===== config.mk =====
export PLATFORM = sky130hd
export DESIGN_NAME = router_ingress
export DESIGN_NICKNAME = d
export VERILOG_FILES = /design/src/rtl/router_pkg.sv /design/src/rtl/crc8_step.sv /design/src/rtl/router_ingress.sv
export SDC_FILE = /design/constraint.sdc
export NUM_CORES = 1
export LEC_CHECK = 0
export BUFFER_PORTS_ARGS = -buffer_cell sky130_fd_sc_hd__buf_4
export CORE_MARGIN = 4
export CORE_UTILIZATION = 51
export CTS_CLUSTER_DIAMETER = 100
export DETAILED_ROUTE_END_ITERATION = 10
export PLACE_DENSITY = 0.81
export SLEW_MARGIN = 20
export SYNTH_ARGS = -nofsm -noshare
export SYNTH_HDL_FRONTEND = slang
export SYNTH_SLANG_ARGS = --single-unit
export TNS_END_PERCENT = 20

===== constraint.sdc =====
create_clock -name clk -period 1.7 [get_ports clk]
set_input_delay 0.34 -clock clk [delete_from_list [all_inputs] [get_ports clk]]
set_output_delay 0.34 -clock clk [all_outputs]
set_load 0.01 [all_outputs]

===== src/rtl/router_pkg.sv =====
// Shared types and constants for the router ingress front-end.
package router_pkg;

  typedef enum logic [1:0] {
    ST_IDLE    = 2'd0,
    ST_PAYLOAD = 2'd1,
    ST_CRC     = 2'd2,
    ST_DISCARD = 2'd3
  } state_t;

  localparam logic [7:0] CRC8_POLY = 8'h07;
  localparam logic [7:0] CRC8_INIT = 8'h00;

  localparam int HDR_SIZE_LSB = 0;

  // Address field sits directly above the size field in the header byte.
  function automatic int hdr_addr_lsb(input int size_w);
    return size_w;
  endfunction

endpackage


===== src/rtl/crc8_step.sv =====
// One-byte CRC-8 update (poly 0x07, MSB first), purely combinational.
// Latency 0; no flow control.
module crc8_step
  import router_pkg::*;
(
  input  logic [7:0] crc_in,
  input  logic [7:0] byte_in,
  output logic [7:0] crc_out
);

  logic [7:0] c;

  always_comb begin
    c = crc_in ^ byte_in;
    for (int i = 0; i < 8; i++) begin
      c = c[7] ? ({c[6:0], 1'b0} ^ CRC8_POLY) : {c[6:0], 1'b0};
    end
    crc_out = c;
  end

endmodule


===== src/rtl/router_ingress.sv =====
// Parses header byte, routes header+payload to a channel FIFO, checks optional CRC-8.
// Latency 1 cycle to FIFO write; backpressure: ack withheld while target fifo_full (IDLE/PAYLOAD only).
module router_ingress
  import router_pkg::*;
#(
  parameter int DATA_WIDTH = 8,
  parameter int NUM_CH     = 3,
  parameter int ADDR_W     = 2,
  parameter int SIZE_W     = 6
) (
  input  logic                     clk,
  input  logic                     rst_n,
  input  logic [DATA_WIDTH-1:0]    data_in,
  input  logic                     data_in_req,
  output logic                     data_in_ack,
  output logic [NUM_CH-1:0]        fifo_push,
  output logic [NUM_CH-1:0]        fifo_pkt_start,
  output logic [NUM_CH-1:0]        fifo_flush,
  input  logic [NUM_CH-1:0]        fifo_full,
  output logic [DATA_WIDTH-1:0]    fifo_data,
  input  logic [NUM_CH*ADDR_W-1:0] ch_addr,
  input  logic [NUM_CH-1:0]        ch_en,
  input  logic                     crc_en,
  output logic                     drop_pulse,
  output logic                     crc_err_pulse
);

  localparam int CNT_W    = SIZE_W + 1;
  localparam int SEL_W    = (NUM_CH > 1) ? $clog2(NUM_CH) : 1;
  localparam int ADDR_LSB = hdr_addr_lsb(SIZE_W);

  state_t            state, state_nxt;
  logic [CNT_W-1:0]  cnt, cnt_nxt;
  logic [SEL_W-1:0]  sel, sel_nxt;
  logic [7:0]        crc_acc, crc_nxt;
  logic              crc_en_q, crc_en_nxt;

  logic              ack_nxt;
  logic [NUM_CH-1:0] push_nxt, start_nxt, flush_nxt;
  logic [DATA_WIDTH-1:0] data_nxt;
  logic              drop_nxt, err_nxt;

  logic [SIZE_W-1:0] hdr_size;
  logic [ADDR_W-1:0] hdr_addr;
  logic              hit;
  logic [SEL_W-1:0]  hit_sel;
  logic [CNT_W-1:0]  disc_cnt;
  logic              xfer;
  logic [7:0]        crc_seed, crc_step_out;

  assign hdr_size = data_in[HDR_SIZE_LSB +: SIZE_W];
  assign hdr_addr = data_in[ADDR_LSB +: ADDR_W];
  assign xfer     = data_in_req && data_in_ack;
  assign disc_cnt = {1'b0, hdr_size} + CNT_W'(crc_en);

  // Header byte is hashed from the init value; later bytes chain on the accumulator.
  assign crc_seed = (state == ST_IDLE) ? CRC8_INIT : crc_acc;

  crc8_step u_crc8_step (
    .crc_in  (crc_seed),
    .byte_in (data_in[7:0]),
    .crc_out (crc_step_out)
  );

  // Lowest enabled channel with a matching address wins.
  always_comb begin
    hit     = 1'b0;
    hit_sel = '0;
    for (int i = NUM_CH - 1; i >= 0; i--) begin
      if (ch_en[i] && (ch_addr[i*ADDR_W +: ADDR_W] == hdr_addr)) begin
        hit     = 1'b1;
        hit_sel = SEL_W'(i);
      end
    end
  end

  always_comb begin
    state_nxt  = state;
    cnt_nxt    = cnt;
    sel_nxt    = sel;
    crc_nxt    = crc_acc;
    crc_en_nxt = crc_en_q;
    ack_nxt    = 1'b0;
    push_nxt   = '0;
    start_nxt  = '0;
    flush_nxt  = '0;
    data_nxt   = fifo_data;
    drop_nxt   = 1'b0;
    err_nxt    = 1'b0;

    case (state)
      ST_IDLE: begin
        if (data_in_req) begin
          if (hit) begin
            ack_nxt = !data_in_ack && !fifo_full[hit_sel];
            if (xfer) begin
              push_nxt[hit_sel]  = 1'b1;
              start_nxt[hit_sel] = 1'b1;
              data_nxt   = data_in;
              sel_nxt    = hit_sel;
              cnt_nxt    = CNT_W'(hdr_size);
              crc_nxt    = crc_step_out;
              crc_en_nxt = crc_en;
              if (hdr_size != '0)  state_nxt = ST_PAYLOAD;
              else if (crc_en)     state_nxt = ST_CRC;
              else                 state_nxt = ST_IDLE;
            end
          end else begin
            ack_nxt = !data_in_ack;
            if (xfer) begin
              drop_nxt   = 1'b1;
              cnt_nxt    = disc_cnt;
              crc_en_nxt = crc_en;
              state_nxt  = (disc_cnt != '0) ? ST_DISCARD : ST_IDLE;
            end
          end
        end
      end

      ST_PAYLOAD: begin
        ack_nxt = data_in_req && !data_in_ack && !fifo_full[sel];
        if (xfer) begin
          push_nxt[sel] = 1'b1;
          data_nxt = data_in;
          crc_nxt  = crc_step_out;
          cnt_nxt  = cnt - CNT_W'(1);
          if (cnt == CNT_W'(1)) state_nxt = crc_en_q ? ST_CRC : ST_IDLE;
        end
      end

      ST_CRC: begin
        ack_nxt = data_in_req && !data_in_ack;
        if (xfer) begin
          if (data_in[7:0] != crc_acc) begin
            flush_nxt[sel] = 1'b1;
            err_nxt        = 1'b1;
          end
          state_nxt = ST_IDLE;
        end
      end

      ST_DISCARD: begin
        ack_nxt = data_in_req && !data_in_ack;
        if (xfer) begin
          cnt_nxt = cnt - CNT_W'(1);
          if (cnt == CNT_W'(1)) state_nxt = ST_IDLE;
        end
      end

      default: state_nxt = ST_IDLE;
    endcase
  end

  always_ff @(posedge clk or negedge rst_n) begin
    if (!rst_n) begin
      state          <= ST_IDLE;
      cnt            <= '0;
      sel            <= '0;
      crc_acc        <= CRC8_INIT;
      crc_en_q       <= 1'b0;
      data_in_ack    <= 1'b0;
      fifo_push      <= '0;
      fifo_pkt_start <= '0;
      fifo_flush     <= '0;
      fifo_data      <= '0;
      drop_pulse     <= 1'b0;
      crc_err_pulse  <= 1'b0;
    end else begin
      state          <= state_nxt;
      cnt            <= cnt_nxt;
      sel            <= sel_nxt;
      crc_acc        <= crc_nxt;
      crc_en_q       <= crc_en_nxt;
      data_in_ack    <= ack_nxt;
      fifo_push      <= push_nxt;
      fifo_pkt_start <= start_nxt;
      fifo_flush     <= flush_nxt;
      fifo_data      <= data_nxt;
      drop_pulse     <= drop_nxt;
      crc_err_pulse  <= err_nxt;
    end
  end

endmodule


* Word level (Yosys, flattened, before mapping)
Index checks and enable logic that the tools add are counted.
Cells by class: muxes and demuxes 70, equality and inequality tests 17, bitwise gates (word level) 9, add/sub/neg operators 2, order comparisons 4, reductions and logical operators 24
Operators by type and width (count):
- 2-to-1 mux 8 bit | 7
- 2-to-1 mux 3 bit | 16
- 2-to-1 mux 7 bit | 5
- 2-to-1 mux 2 bit | 16
- case mux 8 bit (2 select lines) | 2
- inverter 3 bit | 8
- 2-to-1 mux 1 bit | 16
- != test 2 bit, second input constant | 8
- case mux 7 bit (2 select lines) | 1
- logical AND 1 bit | 9
- != test 8 bit | 1
- case mux 2 bit (4 select lines) | 1
- AND reduction 4 bit | 2
- XOR 8 bit | 1
- adder 6 x 1 -> 7 bit | 1
- == test 7 x 1 -> 1 bit, second input constant | 1
- AND reduction 7 bit | 1
- nonzero test 7 bit | 1
- subtractor 7 x 1 -> 7 bit, second input constant | 1
- == test 2 bit | 3
- < comparator 2 x 3 -> 1 bit, second input constant | 2
- case mux 3 bit (2 select lines) | 1
- AND reduction 3 bit | 2
- nonzero test 6 bit | 1
- 11 further kinds | 19
Storage, ports and cells: bits of input ports 24, output and inout port bits 20, logic and storage cells 138, flip-flop bits (word level) 40

* Depth between registers and ports, before layout
word-level depth 23, mapped depth 7, mapped depth without buffers 6

* Cells and area by module
A second synthesis with hierarchy kept.
Second synthesis, totals: cells, all modules 243, area total of the unflattened synthesis 2468.6 um2
By module, submodules not included:
- router_ingress | sequential area each 1001.0 um2, instances 1, area an instance 2262.2 um2, cells each 222
- crc8_step | sequential area each 0.0 um2, instances 1, area an instance 206.4 um2, cells each 21

* Worst setup path before layout
No wires, ideal clock.
path kind input port to flip-flop, start input data_in[7], end register cnt[5], data arrival time 1.761 ns, required time 1.574 ns, library setup time 0.126 ns, buffers on the path 1, cell stages on the path 6, setup slack -0.187 ns, cells stage by stage buf_4 xnor2_1 and3_1 or4_1 xnor2_1 a221o_1
Between the ends: cells in the longest elaborated chain, start to end 8, elaborated cells on any way between the ends 12, those cells by class eq/ne (3); mux (6); reduce/logical (3)
RTL lines:
- start, declared | RTL line router_ingress.sv:13 | input logic [DATA_WIDTH-1:0] data_in,
- == test 2 bit | RTL line router_ingress.sv:70 | if (ch_en[i] && (ch_addr[i*ADDR_W +: ADDR_W] == hdr_addr)) begin
- logical AND 1 bit | RTL line router_ingress.sv:70
- 2-to-1 mux 1 bit (2 in a row) | RTL line router_ingress.sv:70
- 2-to-1 mux 1 bit * | RTL line router_ingress.sv:70
- 2-to-1 mux 7 bit * | RTL line router_ingress.sv:94 | if (hit) begin
- 2-to-1 mux 7 bit * | RTL line router_ingress.sv:93 | if (data_in_req) begin
- case mux 7 bit (2 select lines) * | RTL line router_ingress.sv:91 | case (state)
- end signal, assigned | RTL line router_ingress.sv:170 | cnt <= cnt_nxt;
- end, declared | RTL line router_ingress.sv:33 | logic [CNT_W-1:0] cnt, cnt_nxt;
Every way passes the cells marked *; elsewhere a longest branch is shown, timed or not. The select of a mux whose other input is x is not followed. A chain may end at the register's enable or synchronous reset.

* Final worst setup path
start register crc_acc[7], end register crc_acc[2]
Between the ends: cells in the longest elaborated chain, start to end 10, elaborated cells on any way between the ends 12, those cells by class mux (9); bitwise (3)
RTL lines:
- start, declared | RTL line router_ingress.sv:35 | logic [7:0] crc_acc, crc_nxt;
- start signal, assigned | RTL line router_ingress.sv:172 | crc_acc <= crc_nxt;
- 2-to-1 mux 8 bit * | RTL line router_ingress.sv:57 | assign crc_seed = (state == ST_IDLE) ? CRC8_INIT : crc_acc;
- XOR 8 bit * | RTL line crc8_step.sv:14 | c = crc_in ^ byte_in;
- 2-to-1 mux 3 bit * | RTL line crc8_step.sv:16 | c = c[7] ? ({c[6:0], 1'b0} ^ CRC8_POLY) : {c[6:0], 1'b0};
- 2-to-1 mux 3 bit / inverter 3 bit (equally long branches)
- inverter 3 bit (no line) / 2-to-1 mux 3 bit (equally long branches)
- 2-to-1 mux 3 bit * | RTL line crc8_step.sv:16
- 2-to-1 mux 8 bit * | RTL line router_ingress.sv:96, router_ingress.sv:122
- 2-to-1 mux 8 bit | RTL line router_ingress.sv:94
- 2-to-1 mux 8 bit | RTL line router_ingress.sv:93
- case mux 8 bit (2 select lines) * | RTL line router_ingress.sv:91
Marked as above.

==> impl_metrics.env <==
export IMPL_status="complete, but fails checks"
export IMPL_violations="setup timing"
export IMPL_postSynthCellCount=248
export IMPL_worst_pin_slew_ns=0.510
export IMPL_cts_num_sinks=40
export IMPL_area_delta_synth_final_pct=34.1
export IMPL_crit_fanout=3
export IMPL_num_vias=2253
export IMPL_p_int_mw=3.29
export IMPL_maxCapViolations=0
export IMPL_drv_slew=0
export IMPL_tns_ns=-0.0519
export IMPL_avgSynthCellArea_um2=10.3
export IMPL_cts_buffer_depth=2
export IMPL_synth_nets=276
export IMPL_endpoint_kind="register"
export IMPL_dieArea_mm2=0.00618
export IMPL_switching_share=0.363
export IMPL_max_freq_mhz=571
export IMPL_post_route_drc_count=0
export IMPL_tritoncts="yes"
export IMPL_worstSetupPathType="reg2reg"
export IMPL_ff2ff_path_depth=5
export IMPL_htreeDepth=2
export IMPL_hpwl_um=4720
export IMPL_overflow=0
export IMPL_cp_num_buf_inv=0
export IMPL_fin_cells=399
export IMPL_clk_pin_slew_ns=0.08
export IMPL_crit_family="XOR/XNOR gates"
export IMPL_crit_path_cell_trace="xnor2_1, nor2_1, xor2_1, xor3_1, mux2_4"
export IMPL_synth_seq_area_share=0.393
export IMPL_p_leak_nw=1.61
export IMPL_timing_hold_ws_ns=0.00212
export IMPL_grt_antenna_before_repair=0
export IMPL_row_count=25
export IMPL_period_needed_ns=1.75
export IMPL_p_seq_frac=0.306
export IMPL_drt_iter0_markers=134
export IMPL_ys_async_sr_fraction=1.00
export IMPL_portBuffers=43
export IMPL_synth_distinct_cells=50
export IMPL_drive_above_1_share=0.386
export IMPL_p_total_mw=5.17
export IMPL_finalHoldViolCount=0
export IMPL_ant_nets=0
export IMPL_coreArea_mm2=0.00479
export IMPL_synth_flop_cell="dfrtp_1"
export IMPL_final_cell_mix="buf_4, dfrtp_1, xnor2_1"
export IMPL_slew_headroom=0.660
export IMPL_r2r_setup_slack_ns=-0.05
export IMPL_synth_area_mm2=0.00254
export IMPL_p_per_area_mw_per_mm2=1520
export IMPL_vdd_ir_drop_worst_mv=1.12
export IMPL_antennaDiodeCount=0
export IMPL_synth_warnings=0
export IMPL_worstPathArrival_ns=1.94
export IMPL_ys_ff_latch=40
export IMPL_avgViaCountPerCell=5.65
export IMPL_hold_path_class="in2async"
export IMPL_final_common_cell="buf_4"
export IMPL_slowest_delay_ns=0.44
export IMPL_hold_buffers=0
export IMPL_nets=359
export IMPL_comb_power_share=0.543
export IMPL_grt_pass1_wl_um=10100
export IMPL_grt_pass1_vias=2185
export IMPL_synth_edf_count=0
export IMPL_place_congestion=0.900
export IMPL_power_frac_clock=0.152
export IMPL_setup_viol=1
export IMPL_clk_latency_ns=0.30
export IMPL_ios=44
export IMPL_r2r_start="crc_acc[7]"
export IMPL_cp_start_kind="register"
export IMPL_cp_required_ns=1.89
export IMPL_numCtsBuffers=5
export IMPL_die_h_um=78.6
export IMPL_wl_per_cell_um=16.1
export IMPL_finalCritPeriodShare=1.03
export IMPL_clockRootBuffer="clkbuf_8"
export IMPL_netSwitchingPower_mw=1.88
export IMPL_grt_max_degree=41
export IMPL_crit_path_top_delay_cell="xor3_1"
export IMPL_drt_first_pass_iters=5
export IMPL_rsz0062_at_grt="true"
export IMPL_fin_skew_ns=0.00411
export IMPL_die_w_um=78.6
export IMPL_dp_cells=388
export IMPL_gr_usage_all_layers=0.210
export IMPL_worst_slack_ns=-0.0519
export IMPL_timing_rr_end="crc_acc[2]"
export IMPL_start_util=0.532
export IMPL_postRouteWirelength_um=6410
export IMPL_post_route_util=0.713
[worst register-to-register path, stage by stage (launching register included)]
cell and delay [ns]:
dfrtp_1 0.42, xnor2_1 0.14, nor2_1 0.17, xor2_1 0.22, xor3_1 0.44, mux2_4 0.26
[sequential cells by signal, indices dropped and copies added (netlist names)]
register / count
crc_acc: 8
state: 2
drop_pulse: 1
fifo_pkt_start: 3
fifo_data: 8
cnt: 7
data_in_ack: 1
fifo_push: 3
crc_en_q: 1
sel: 2
crc_err_pulse: 1
fifo_flush: 3
[power by group through the flow]
stage	Clock, mW	Sequential [mW]	Combinational, mW
final	0.784	1.58	2.81
after global routing	0.831	1.63	3.05
after CTS	0.792	1.57	2.71
after detailed placement	0	1.58	2.69
after global placement	0	1.56	2.58
after floorplan	0	1.56	1.79
[how the worst max path moves through the flow]
stage | from | end | slack (ns) | depth (start not counted)
2_1_floorplan | data_in[6] | cnt[5] | -0.12 | 6
5_1_grt | crc_acc[7] | crc_acc[2] | -0.08 | 5
6_report | crc_acc[7] | crc_acc[2] | -0.05 | 5
3_5_place_dp | data_in[0] | state[1] | -0.29 | 7
4_1_cts | state[1] | crc_acc[3] | -0.06 | 5
3_3_place_gp | crc_en | cnt[5] | -0.24 | 7
[per-stage QoR]
step	setup WS, ns	area [µm²]
5_1_grt	-0.0795	3410
3_3_place_gp	-0.236	3240
3_5_place_dp	-0.288	3240
2_1_floorplan	-0.125	2590
6_report	-0.0519	3410
4_1_cts	-0.0589	3360
[repair_timing]
| action | 4_1_cts | 5_1_grt |
|---|---|---|
| gates resized for setup | 1 | 10 |
| pin swaps | 0 | 7 |
| cloned | 0 | 0 |
| setup endpoints to repair | 3 | 22 |
| buffers inserted | 0 | 3 |
[logic make-up after synthesis]
family / synth area share
adder cells (fa/ha/maj): 0.0197
multiplexers: 0.0787
AO/OA/AOI/OAI: 0.127
flip-flops: 0.393
buffers and inverters: 0.0472
XOR/XNOR: 0.178
AND/OR/NAND/NOR: 0.155
[cell usage after synthesis (3+ instances only)]
| master | count | area share |
|---|---|---|
| clkbuf_1 | 4 | 0.0059 |
| mux2_2 | 12 | 0.053 |
| nand4_1 | 6 | 0.015 |
| nand3_1 | 9 | 0.018 |
| a21o_1 | 3 | 0.0088 |
| o21ai_0 | 9 | 0.018 |
| and3_1 | 7 | 0.017 |
| nand2_1 | 14 | 0.021 |
| xnor2_1 | 29 | 0.10 |
| a31oi_1 | 3 | 0.0074 |
| ha_1 | 4 | 0.020 |
| xor2_1 | 7 | 0.024 |
| nor2_1 | 20 | 0.029 |
| nor3_1 | 6 | 0.012 |
| a21oi_1 | 9 | 0.018 |
| dfrtp_1 | 40 | 0.39 |
| a221oi_1 | 3 | 0.010 |
| xor3_1 | 3 | 0.028 |
| mux2i_1 | 5 | 0.020 |
| inv_1 | 7 | 0.010 |
| xnor3_1 | 3 | 0.027 |
| nand2b_1 | 5 | 0.012 |
[layer usage]
metal | track usage | vias up | wire (µm)
li1 | - | 1061 | -
met1 | 0.256 | 1094 | 2560
met2 | 0.362 | 89 | 3320
met3 | 0.0459 | 9 | 447
met4 | 0.0769 | 0 | 83
met5 | 0 | - | 0
[area by class of cell]
type | instances | area, µm²
clock buffers | 5 | 68.8
clock inverters | 3 | 42.5
fillers | 352 | 1370
inverters | 7 | 30.0
multi-input cells | 188 | 1490
flip-flops and latches | 40 | 1000
well taps | 67 | 83.8
repair buffers | 89 | 697
(Power assumes the default switching activity.)
